<file path="src/rtl/dense_seq_ctrl.sv">
// Frame sequencer for the serial int8 dense engine: clears the engine, streams D features at a
// 2-cycle cadence, captures B results and hands them downstream. Option: DENSE_SEQ_ARGMAX_EN.
module dense_seq_ctrl #(
  parameter int unsigned D          = 64,
  parameter int unsigned B          = 7,
  parameter int unsigned DATA_WIDTH = 8,
  parameter int unsigned AW         = 6,
  parameter int unsigned CW         = 3
) (
  input  logic                    clk,
  input  logic                    rstn,
  input  logic                    start_i,
  output logic                    busy_o,
  output logic                    fm_en_o,
  output logic [AW-1:0]           fm_addr_o,
  input  logic [DATA_WIDTH-1:0]   fm_data_i,
  output logic                    eng_rstn_o,
  output logic                    eng_valid_o,
  output logic [DATA_WIDTH-1:0]   eng_data_o,
  input  logic                    eng_valid_i,
  input  logic [B*DATA_WIDTH-1:0] eng_data_i,
  output logic                    res_valid_o,
  input  logic                    res_ready_i,
  output logic [B*DATA_WIDTH-1:0] res_data_o,
`ifdef DENSE_SEQ_ARGMAX_EN
  output logic [CW-1:0]           class_o,
`endif
  output logic                    err_o
);

  if ((64'd1 << AW) < 64'(D)) begin : g_aw_chk
    $error("AW too narrow for D");
  end
  if ((64'd1 << CW) < 64'(B)) begin : g_cw_chk
    $error("CW too narrow for B");
  end

  typedef enum logic [2:0] {
    StIdle,
    StClear,
    StFetch,
    StIssue,
    StWaitRes,
`ifdef DENSE_SEQ_ARGMAX_EN
    StArgmax,
`endif
    StOut
  } state_e;

  localparam logic [AW-1:0] LastIdx = AW'(D - 1);

  state_e                    state_q, state_d;
  logic [AW-1:0]             idx_q, idx_d;
  logic [B*DATA_WIDTH-1:0]   res_q, res_d;
  logic                      err_q, err_d;

`ifdef DENSE_SEQ_ARGMAX_EN
  localparam logic [CW-1:0] LastCls = CW'(B - 1);

  logic [CW-1:0]             scan_q, scan_d;
  logic [CW-1:0]             class_q, class_d;
  logic [DATA_WIDTH-1:0]     best_q, best_d;
  logic [DATA_WIDTH-1:0]     cur;
`endif

  always_ff @(posedge clk) begin
    if (!rstn) begin
      state_q <= StIdle;
      idx_q   <= '0;
      res_q   <= '0;
      err_q   <= 1'b0;
`ifdef DENSE_SEQ_ARGMAX_EN
      scan_q  <= '0;
      class_q <= '0;
      best_q  <= '0;
`endif
    end else begin
      state_q <= state_d;
      idx_q   <= idx_d;
      res_q   <= res_d;
      err_q   <= err_d;
`ifdef DENSE_SEQ_ARGMAX_EN
      scan_q  <= scan_d;
      class_q <= class_d;
      best_q  <= best_d;
`endif
    end
  end

`ifdef DENSE_SEQ_ARGMAX_EN
  always_comb begin
    cur = '0;
    for (int i = 0; i < int'(B); i++) begin
      if (scan_q == CW'(i)) cur = res_q[i*DATA_WIDTH +: DATA_WIDTH];
    end
  end
`endif

  always_comb begin
    state_d = state_q;
    idx_d   = idx_q;
    res_d   = res_q;
    // A result beat is only legal while we are waiting for one.
    err_d   = err_q | (eng_valid_i && (state_q != StWaitRes));
`ifdef DENSE_SEQ_ARGMAX_EN
    scan_d  = scan_q;
    class_d = class_q;
    best_d  = best_q;
`endif
    unique case (state_q)
      StIdle: begin
        if (start_i) state_d = StClear;
      end
      StClear: begin
        idx_d   = '0;
        state_d = StFetch;
      end
      StFetch: begin
        state_d = StIssue;
      end
      StIssue: begin
        if (idx_q == LastIdx) begin
          state_d = StWaitRes;
        end else begin
          idx_d   = idx_q + 1'b1;
          state_d = StFetch;
        end
      end
      StWaitRes: begin
        if (eng_valid_i) begin
          res_d = eng_data_i;
`ifdef DENSE_SEQ_ARGMAX_EN
          scan_d  = '0;
          state_d = StArgmax;
`else
          state_d = StOut;
`endif
        end
      end
`ifdef DENSE_SEQ_ARGMAX_EN
      StArgmax: begin
        // Strictly greater replaces, so ties keep the lowest class index.
        if ((scan_q == '0) || ($signed(cur) > $signed(best_q))) begin
          best_d  = cur;
          class_d = scan_q;
        end
        scan_d = scan_q + 1'b1;
        if (scan_q == LastCls) state_d = StOut;
      end
`endif
      StOut: begin
        if (res_ready_i) state_d = StIdle;
      end
      default: state_d = StIdle;
    endcase
  end

  // Strobes are gated by rstn so a reset takes effect on the outputs immediately.
  always_comb begin
    busy_o      = rstn && (state_q != StIdle);
    fm_en_o     = rstn && (state_q == StFetch);
    fm_addr_o   = fm_en_o ? idx_q : '0;
    eng_rstn_o  = rstn && (state_q != StClear);
    eng_valid_o = rstn && (state_q == StIssue);
    eng_data_o  = eng_valid_o ? fm_data_i : '0;
    res_valid_o = rstn && (state_q == StOut);
    res_data_o  = res_q;
    err_o       = err_q;
`ifdef DENSE_SEQ_ARGMAX_EN
    class_o     = class_q;
`endif
  end

endmodule

</file>
<file path="config.mk">
export PLATFORM = sky130hd
export DESIGN_NAME = dense_seq_ctrl
export DESIGN_NICKNAME = d
export VERILOG_FILES = /design/src/rtl/dense_seq_ctrl.sv
export SDC_FILE = /design/constraint.sdc
export NUM_CORES = 1
export LEC_CHECK = 0
export CAP_MARGIN = 20
export CORE_ASPECT_RATIO = 1.1
export CORE_MARGIN = 4
export CORE_UTILIZATION = 41
export CTS_CLUSTER_DIAMETER = 50
export DETAILED_ROUTE_END_ITERATION = 8
export GPL_TIMING_DRIVEN = 0
export PLACE_DENSITY = 0.95
export SYNTH_ARGS = -nofsm -noshare
export SYNTH_HDL_FRONTEND = slang
export SYNTH_SLANG_ARGS = --single-unit
</file>
<file path="constraint.sdc">
create_clock -name clk -period 2.3 [get_ports clk]
set_clock_uncertainty 0.2 [all_clocks]
set_input_delay 0.345 -clock clk [delete_from_list [all_inputs] [get_ports clk]]
set_output_delay 0.345 -clock clk [all_outputs]
set_load 0.02 [all_outputs]
</file>
# Yosys cells after proc, flatten, opt, wreduce, memory -nomap -nowiden
# Cells that the tools add are included.
# totals
out_inout_bits,76
reg_bits,66
input_bits,69
word_cells,39
# classes
reduce_logical,12
bitwise,1
n_eq_ne,12
n_addsub,1
n_mux,9
# op_table
op,n
case mux 3 bit (6 select lines),1
two-way mux 3 bit,4
two-way mux 6 bit,2
case mux 6 bit (2 select lines),1
two-way mux 8 bit,1
"!= test 2 bit, second input constant",4
"adder 6 x 1 -> 6 bit, second input constant",1
"equality test 3 x 2 -> 1 bit, second input constant",2
"equality test 3 bit, second input constant",2
"equality test 6 bit, second input constant",1
logical AND 1 bit,6
AND reduction 2 bit,2
"equality test 3 x 1 -> 1 bit, second input constant",1
zero test 3 bit,1
"!= test 3 x 1 -> 1 bit, second input constant",1
"!= test 3 bit, second input constant",1
AND reduction 3 bit,1
nonzero test 3 bit,1
nonzero test 2 bit,1
OR 1 bit,1

# Depth between registers and ports, before layout
# logic_depth
depth_word,3
mapped_depth,6
depth_no_buf,4

# Worst setup path after synthesis
# Ideal clock, no wire load.
# synth_path
kind,reg-to-output
start,register state_q[2]
end,output port fm_addr_o[0]
slack_ns,0.519
stages_incl_launch_ff,4
arrival_time_ns,1.236
n_path_buf,1
t_required_ns,1.755
cell_sequence,dfxtp_1 -> buf_4 -> nor4b_4 -> and2_1
# synth_via
elab_chain_len,3
# synth_lines
element,line_no,text
start: declaration,52,"state_e state_q, state_d;"
start signal: assignment,68,state_q <= StIdle;
start signal: assignment,78,state_q <= state_d;
equality test 3 x 2 -> 1 bit,161,fm_en_o = rstn && (state_q == StFetch);
logical AND 1 bit,161,
named net fm_en_o,14,"output logic fm_en_o,"
two-way mux 6 bit,162,fm_addr_o = fm_en_o ? idx_q : '0;
end: declaration,15,"output logic [AW-1:0] fm_addr_o,"
# The timed path passes the listed nets, and every way through them passes these cells.

# Final worst setup path
# layout_path
start,register state_q[0]
end,output port eng_data_o[6]
# layout_via
elab_chain_len,3
# layout_lines
element,line_no,text
equality test 3 x 2 -> 1 bit,164,eng_valid_o = rstn && (state_q == StIssue);
logical AND 1 bit,164,
two-way mux 8 bit,165,eng_data_o = eng_valid_o ? fm_data_i : '0;
end: declaration,19,"output logic [DATA_WIDTH-1:0] eng_data_o,"
# Every way passes these cells.

==> impl_results.html <==
<table>
<tr><th>Metric</th><th>Value</th></tr>
<tr><th colspan="2">Power and ir drop</th></tr>
<tr><td>Static Leakage</td><td>1.54 nW</td></tr>
<tr><td>Post-layout power</td><td>2.27 mW</td></tr>
<tr><td>Peak ir drop on the vdd network</td><td>0.000480 V</td></tr>
<tr><td>Pwr dens</td><td>528 nW/µm²</td></tr>
<tr><th colspan="2">Routing</th></tr>
<tr><td>ANT nets after route</td><td>0</td></tr>
<tr><td>Average wire length per cell after detail routing</td><td>13.8 µm</td></tr>
<tr><td>Number of DRC violations after detailed routing</td><td>0</td></tr>
<tr><td>Initial DRC Count</td><td>91</td></tr>
<tr><td>Vias after detailed routing</td><td>2,779</td></tr>
<tr><td>Drt total wl</td><td>7830 µm</td></tr>
<tr><td>Drt pass-1 iters</td><td>4</td></tr>
<tr><td>Routed vias/inst</td><td>4.88</td></tr>
<tr><th colspan="2">Synthesis</th></tr>
<tr><td>Sequential share of the synthesized area</td><td>50.5%</td></tr>
<tr><td>Cell area after synthesis</td><td>2620 µm²</td></tr>
<tr><td>Ys Warns</td><td>0</td></tr>
<tr><td>Post-synthesis area per instance</td><td>7.98 µm²</td></tr>
<tr><td>Unique cell type count in the Yosys netlist</td><td>34</td></tr>
<tr><td>Most area-hungry cell type in the Yosys netlist</td><td>sky130_fd_sc_hd__dfxtp_1</td></tr>
<tr><td>Count of mapped cells out of synthesis</td><td>328</td></tr>
<tr><td>Top cells by area, synth</td><td>sky130_fd_sc_hd__dfxtp_1, sky130_fd_sc_hd__nand2_1, sky130_fd_sc_hd__a21oi_1, sky130_fd_sc_hd__and2_1, sky130_fd_sc_hd__buf_6</td></tr>
<tr><td>Count of state elements after synthesis</td><td>66</td></tr>
<tr><td>Mapped Nets</td><td>398</td></tr>
<tr><td>Share of Yosys cell area claimed by the top area cell type</td><td>50.5%</td></tr>
<tr><th colspan="2">Finish</th></tr>
<tr><td>Cell area after layout</td><td>4310 µm²</td></tr>
<tr><td>Area occupied by registers</td><td>1320 µm²</td></tr>
<tr><td>Layout Cells excl Fill</td><td>569</td></tr>
<tr><td>Antenna cell count</td><td>0</td></tr>
<tr><td>Multi-input combinational cell area</td><td>1120 µm²</td></tr>
<tr><td>Layout cells sized above 1</td><td>9.82%</td></tr>
<tr><td>Fill cell total of the finished layout</td><td>510</td></tr>
<tr><td>Syn-to-layout area delta</td><td>64.4%</td></tr>
<tr><td>Final layout net count</td><td>554</td></tr>
<tr><th colspan="2">Setup path</th></tr>
<tr><td>Worst r2r src</td><td>idx_q[0]</td></tr>
<tr><td>Worst R2R Path Depth</td><td>4</td></tr>
<tr><td>Endpoint arrival time on the critical path</td><td>1.67 ns</td></tr>
<tr><td>Destination of the critical timing path</td><td>eng_data_o[6]</td></tr>
<tr><td>Max FO, Critical Path</td><td>10</td></tr>
<tr><td>Critical path capture point type</td><td>output port</td></tr>
<tr><td>Worst reg2reg path endpoint</td><td>idx_q[1]</td></tr>
<tr><td>Crit path launch type</td><td>register</td></tr>
<tr><td>Start-to-end type of the worst setup path</td><td>reg -&gt; out</td></tr>
<tr><td>Worst endpoint required time</td><td>1.75 ns</td></tr>
<tr><td>R2r setup slk</td><td>0.62 ns</td></tr>
<tr><td>Beginning of the critical path</td><td>state_q[0]</td></tr>
<tr><th colspan="2">Clock tree</th></tr>
<tr><td>Clock slew at reported path FFs</td><td>0.07 ns</td></tr>
<tr><td>Clock tree root buffer cell</td><td>sky130_fd_sc_hd__clkbuf_8</td></tr>
<tr><td>Sink count of the clock tree</td><td>66</td></tr>
<tr><td>Clock buffers created by TritonCTS</td><td>9</td></tr>
<tr><td>CTS tree</td><td>done</td></tr>
<tr><td>Number of hold buffers added after cts</td><td>0</td></tr>
<tr><td>H-tree level count</td><td>3</td></tr>
<tr><td>Number of buffers on the longest clock path</td><td>2</td></tr>
<tr><td>Clock latency on the worst-skew pair</td><td>0.32 ns</td></tr>
<tr><th colspan="2">Placement</th></tr>
<tr><td>Placed Cells incl. Taps</td><td>552</td></tr>
<tr><td>Placed instance area</td><td>4160 µm²</td></tr>
<tr><td>Final HPWL DP</td><td>6080 µm</td></tr>
<tr><td>GP Congestion</td><td>0.869</td></tr>
<tr><td>Number of buffers added on ports</td><td>144</td></tr>
<tr><th colspan="2">Timing</th></tr>
<tr><td>Worst slew margin</td><td>68.0%</td></tr>
<tr><td>Unrepaired setup endpoints after global routing</td><td>false</td></tr>
<tr><td>Transition time at the pin with the least slew margin</td><td>0.480 ns</td></tr>
<tr><td>Number of endpoints with negative hold slack in the final report</td><td>0</td></tr>
<tr><td>Number of setup violations in the final report</td><td>0</td></tr>
<tr><td>Aggregate negative setup slack</td><td>0 ns</td></tr>
<tr><td>Share of the clock period used by the worst path</td><td>96.3%</td></tr>
<tr><td>Maximum operating frequency</td><td>452 MHz</td></tr>
<tr><td>Clock period minus final worst setup slack</td><td>2.21 ns</td></tr>
<tr><td>Max-slew violations</td><td>0</td></tr>
<tr><th colspan="2">Global routing</th></tr>
<tr><td>Number of global-route vias before repair</td><td>2,870</td></tr>
<tr><td>Pin count of the biggest net entering global routing</td><td>12</td></tr>
<tr><td>Antenna violations before repair</td><td>0</td></tr>
<tr><td>GRT overflow</td><td>0</td></tr>
<tr><td>Global-route wire length before repair</td><td>12,800 µm</td></tr>
<tr><td>All-Layer GR Usage</td><td>20.2%</td></tr>
<tr><th colspan="2">Floorplanning</th></tr>
<tr><td>Die outline height</td><td>91.8 µm</td></tr>
<tr><td>Num ports</td><td>145</td></tr>
<tr><td>Number of core rows</td><td>30</td></tr>
<tr><td>Core box area</td><td>6190 µm²</td></tr>
<tr><td>Initial core utilization</td><td>42.3%</td></tr>
<tr><td>Die outline area</td><td>7730 µm²</td></tr>
<tr><td>DIE WIDTH</td><td>84.2 µm</td></tr>
<tr><th colspan="2">Outcome</th></tr>
<tr><td>Run status</td><td>complete, no violations</td></tr>
<tr><th colspan="2">Hold path</th></tr>
<tr><td>Hold Path Class</td><td>in -&gt; reg</td></tr>
<tr><th colspan="2">Flow run</th></tr>
<tr><td>Max-cap check violation count</td><td>0</td></tr>
</table>
==> layout by cell type (no fill, tap or decap), drive strengths merged, types with 5 or more instances in the layout <==
master | Yosys | routed
clkbuf | 3 | 24
buf | 21 | 22
nand2 | 117 | 117
inv | 5 | 5
dfxtp | 66 | 66
clkdlybuf4s15 | 0 | 5
clkdlybuf4s50 | 0 | 124
a21oi | 65 | 65
and2 | 15 | 15
nor2 | 6 | 6
==> state kept, by name, summed over array words and instances, names as in the netlist <==
name	cells
err_o	1
idx_q	6
res_data_o	56
state_q	3
==> cells by family (layout without fill, tap and decap cells) <==
logic type                 after synthesis  after routing  synth area share, %
AOI/OAI and AO/OA                       76             76                 15.4
buffers and inverters                   29            190                 6.74
and+or+nand+nor                        155            155                 26.5
adders and majority gates                1              1                0.478
DFF                                     66             66                 50.5
muxes                                    1              1                0.382
==> through the flow <==
| stage | utilization [%] | setup slack [ns] | hold slack (ns) |
|---|---|---|---|
| global route | 69.5 | 0.00116 | 0.120 |
| global placement | 67.2 | -0.488 | 0.234 |
| finish | 69.5 | 0.0857 | 0.116 |
| floorplan | - | 0.519 | 0.263 |
| detailed placement | 67.2 | -0.512 | 0.245 |
| CTS | 70.0 | 0.000564 | 0.254 |
==> routing by layer <==
layer | GRT usage, % | wire length [µm]
met1 | 21.1 | 2980
met2 | 37.6 | 4220
met3 | 6.65 | 525
met4 | 6.57 | 109
met5 | 0 | 0
==> power by group <==
| group | total, mW | internal (mW) | leakage (nW) | switching [mW] |
|---|---|---|---|---|
| combinational | 0.204 | 0.132 | 0.917 | 0.0721 |
| sequential | 1.15 | 1.15 | 0.532 | 0.00610 |
| clock | 0.916 | 0.498 | 0.0893 | 0.418 |
==> final cells by class <==
| class | instances | area share, % |
|---|---|---|
| plain buffers | 24 | 3.69 |
| clock buffers | 11 | 3.05 |
| clock inverters | 5 | 1.28 |
| inverters | 5 | 0.436 |
| multi-input cells | 233 | 26.0 |
| flip-flops and latches | 66 | 30.7 |
| well taps | 80 | 2.32 |
| repair buffers | 145 | 32.5 |
==> worst min path at each step <==
stage / startpoint / to / slack, ns / cells past startpoint
floorplan: rstn / state_q[0] / 0.26 / 1
global placement: err_o / err_o / 0.23 / 2
detailed placement: res_data_o[32] / res_data_o[32] / 0.25 / 2
CTS: res_data_o[32] / res_data_o[32] / 0.25 / 2
global route: rstn / state_q[0] / 0.12 / 2
finish: rstn / state_q[0] / 0.12 / 2
==> what timing repair did <==
action | in CTS | in global routing
endpoints found under the setup margin | 19 | 14
pin swaps | 1 | 0
setup buffers | 1 | 0
resized for setup | 24 | 24
==> cell usage after synthesis <==
master,instances
sky130_fd_sc_hd__inv_1,4
sky130_fd_sc_hd__buf_2,9
sky130_fd_sc_hd__or3_1,1
sky130_fd_sc_hd__nand2_1,117
sky130_fd_sc_hd__o22ai_1,1
sky130_fd_sc_hd__nor3b_1,1
sky130_fd_sc_hd__a31oi_1,2
sky130_fd_sc_hd__nand3_1,1
sky130_fd_sc_hd__a41oi_1,1
sky130_fd_sc_hd__nor3_1,2
sky130_fd_sc_hd__a21oi_1,65
sky130_fd_sc_hd__o21ai_0,2
sky130_fd_sc_hd__buf_1,3
sky130_fd_sc_hd__o211ai_1,2
sky130_fd_sc_hd__mux2i_1,1
sky130_fd_sc_hd__ha_1,1
sky130_fd_sc_hd__nand4_1,3
sky130_fd_sc_hd__nor2b_1,1
sky130_fd_sc_hd__buf_6,6
sky130_fd_sc_hd__nor2_1,6
sky130_fd_sc_hd__o22a_1,1
sky130_fd_sc_hd__nand4bb_1,1
sky130_fd_sc_hd__and2_1,15
sky130_fd_sc_hd__a32o_1,1
sky130_fd_sc_hd__buf_4,3
sky130_fd_sc_hd__inv_2,1
sky130_fd_sc_hd__and4b_1,1
sky130_fd_sc_hd__nand2b_1,3
sky130_fd_sc_hd__nor4b_4,1
sky130_fd_sc_hd__dfxtp_1,66
sky130_fd_sc_hd__clkbuf_1,3
sky130_fd_sc_hd__and4bb_1,1
sky130_fd_sc_hd__o21a_1,1
sky130_fd_sc_hd__nand4b_1,1
==> worst max-delay path, stage by stage (launching register included) <==
cell	delay [ns]
sky130_fd_sc_hd__dfxtp_2	0.40
sky130_fd_sc_hd__and4b_1	0.20
sky130_fd_sc_hd__buf_2	0.15
sky130_fd_sc_hd__buf_2	0.19
sky130_fd_sc_hd__and2_1	0.15
sky130_fd_sc_hd__clkdlybuf4s15_2	0.26
(Power assumes the default switching activity.)
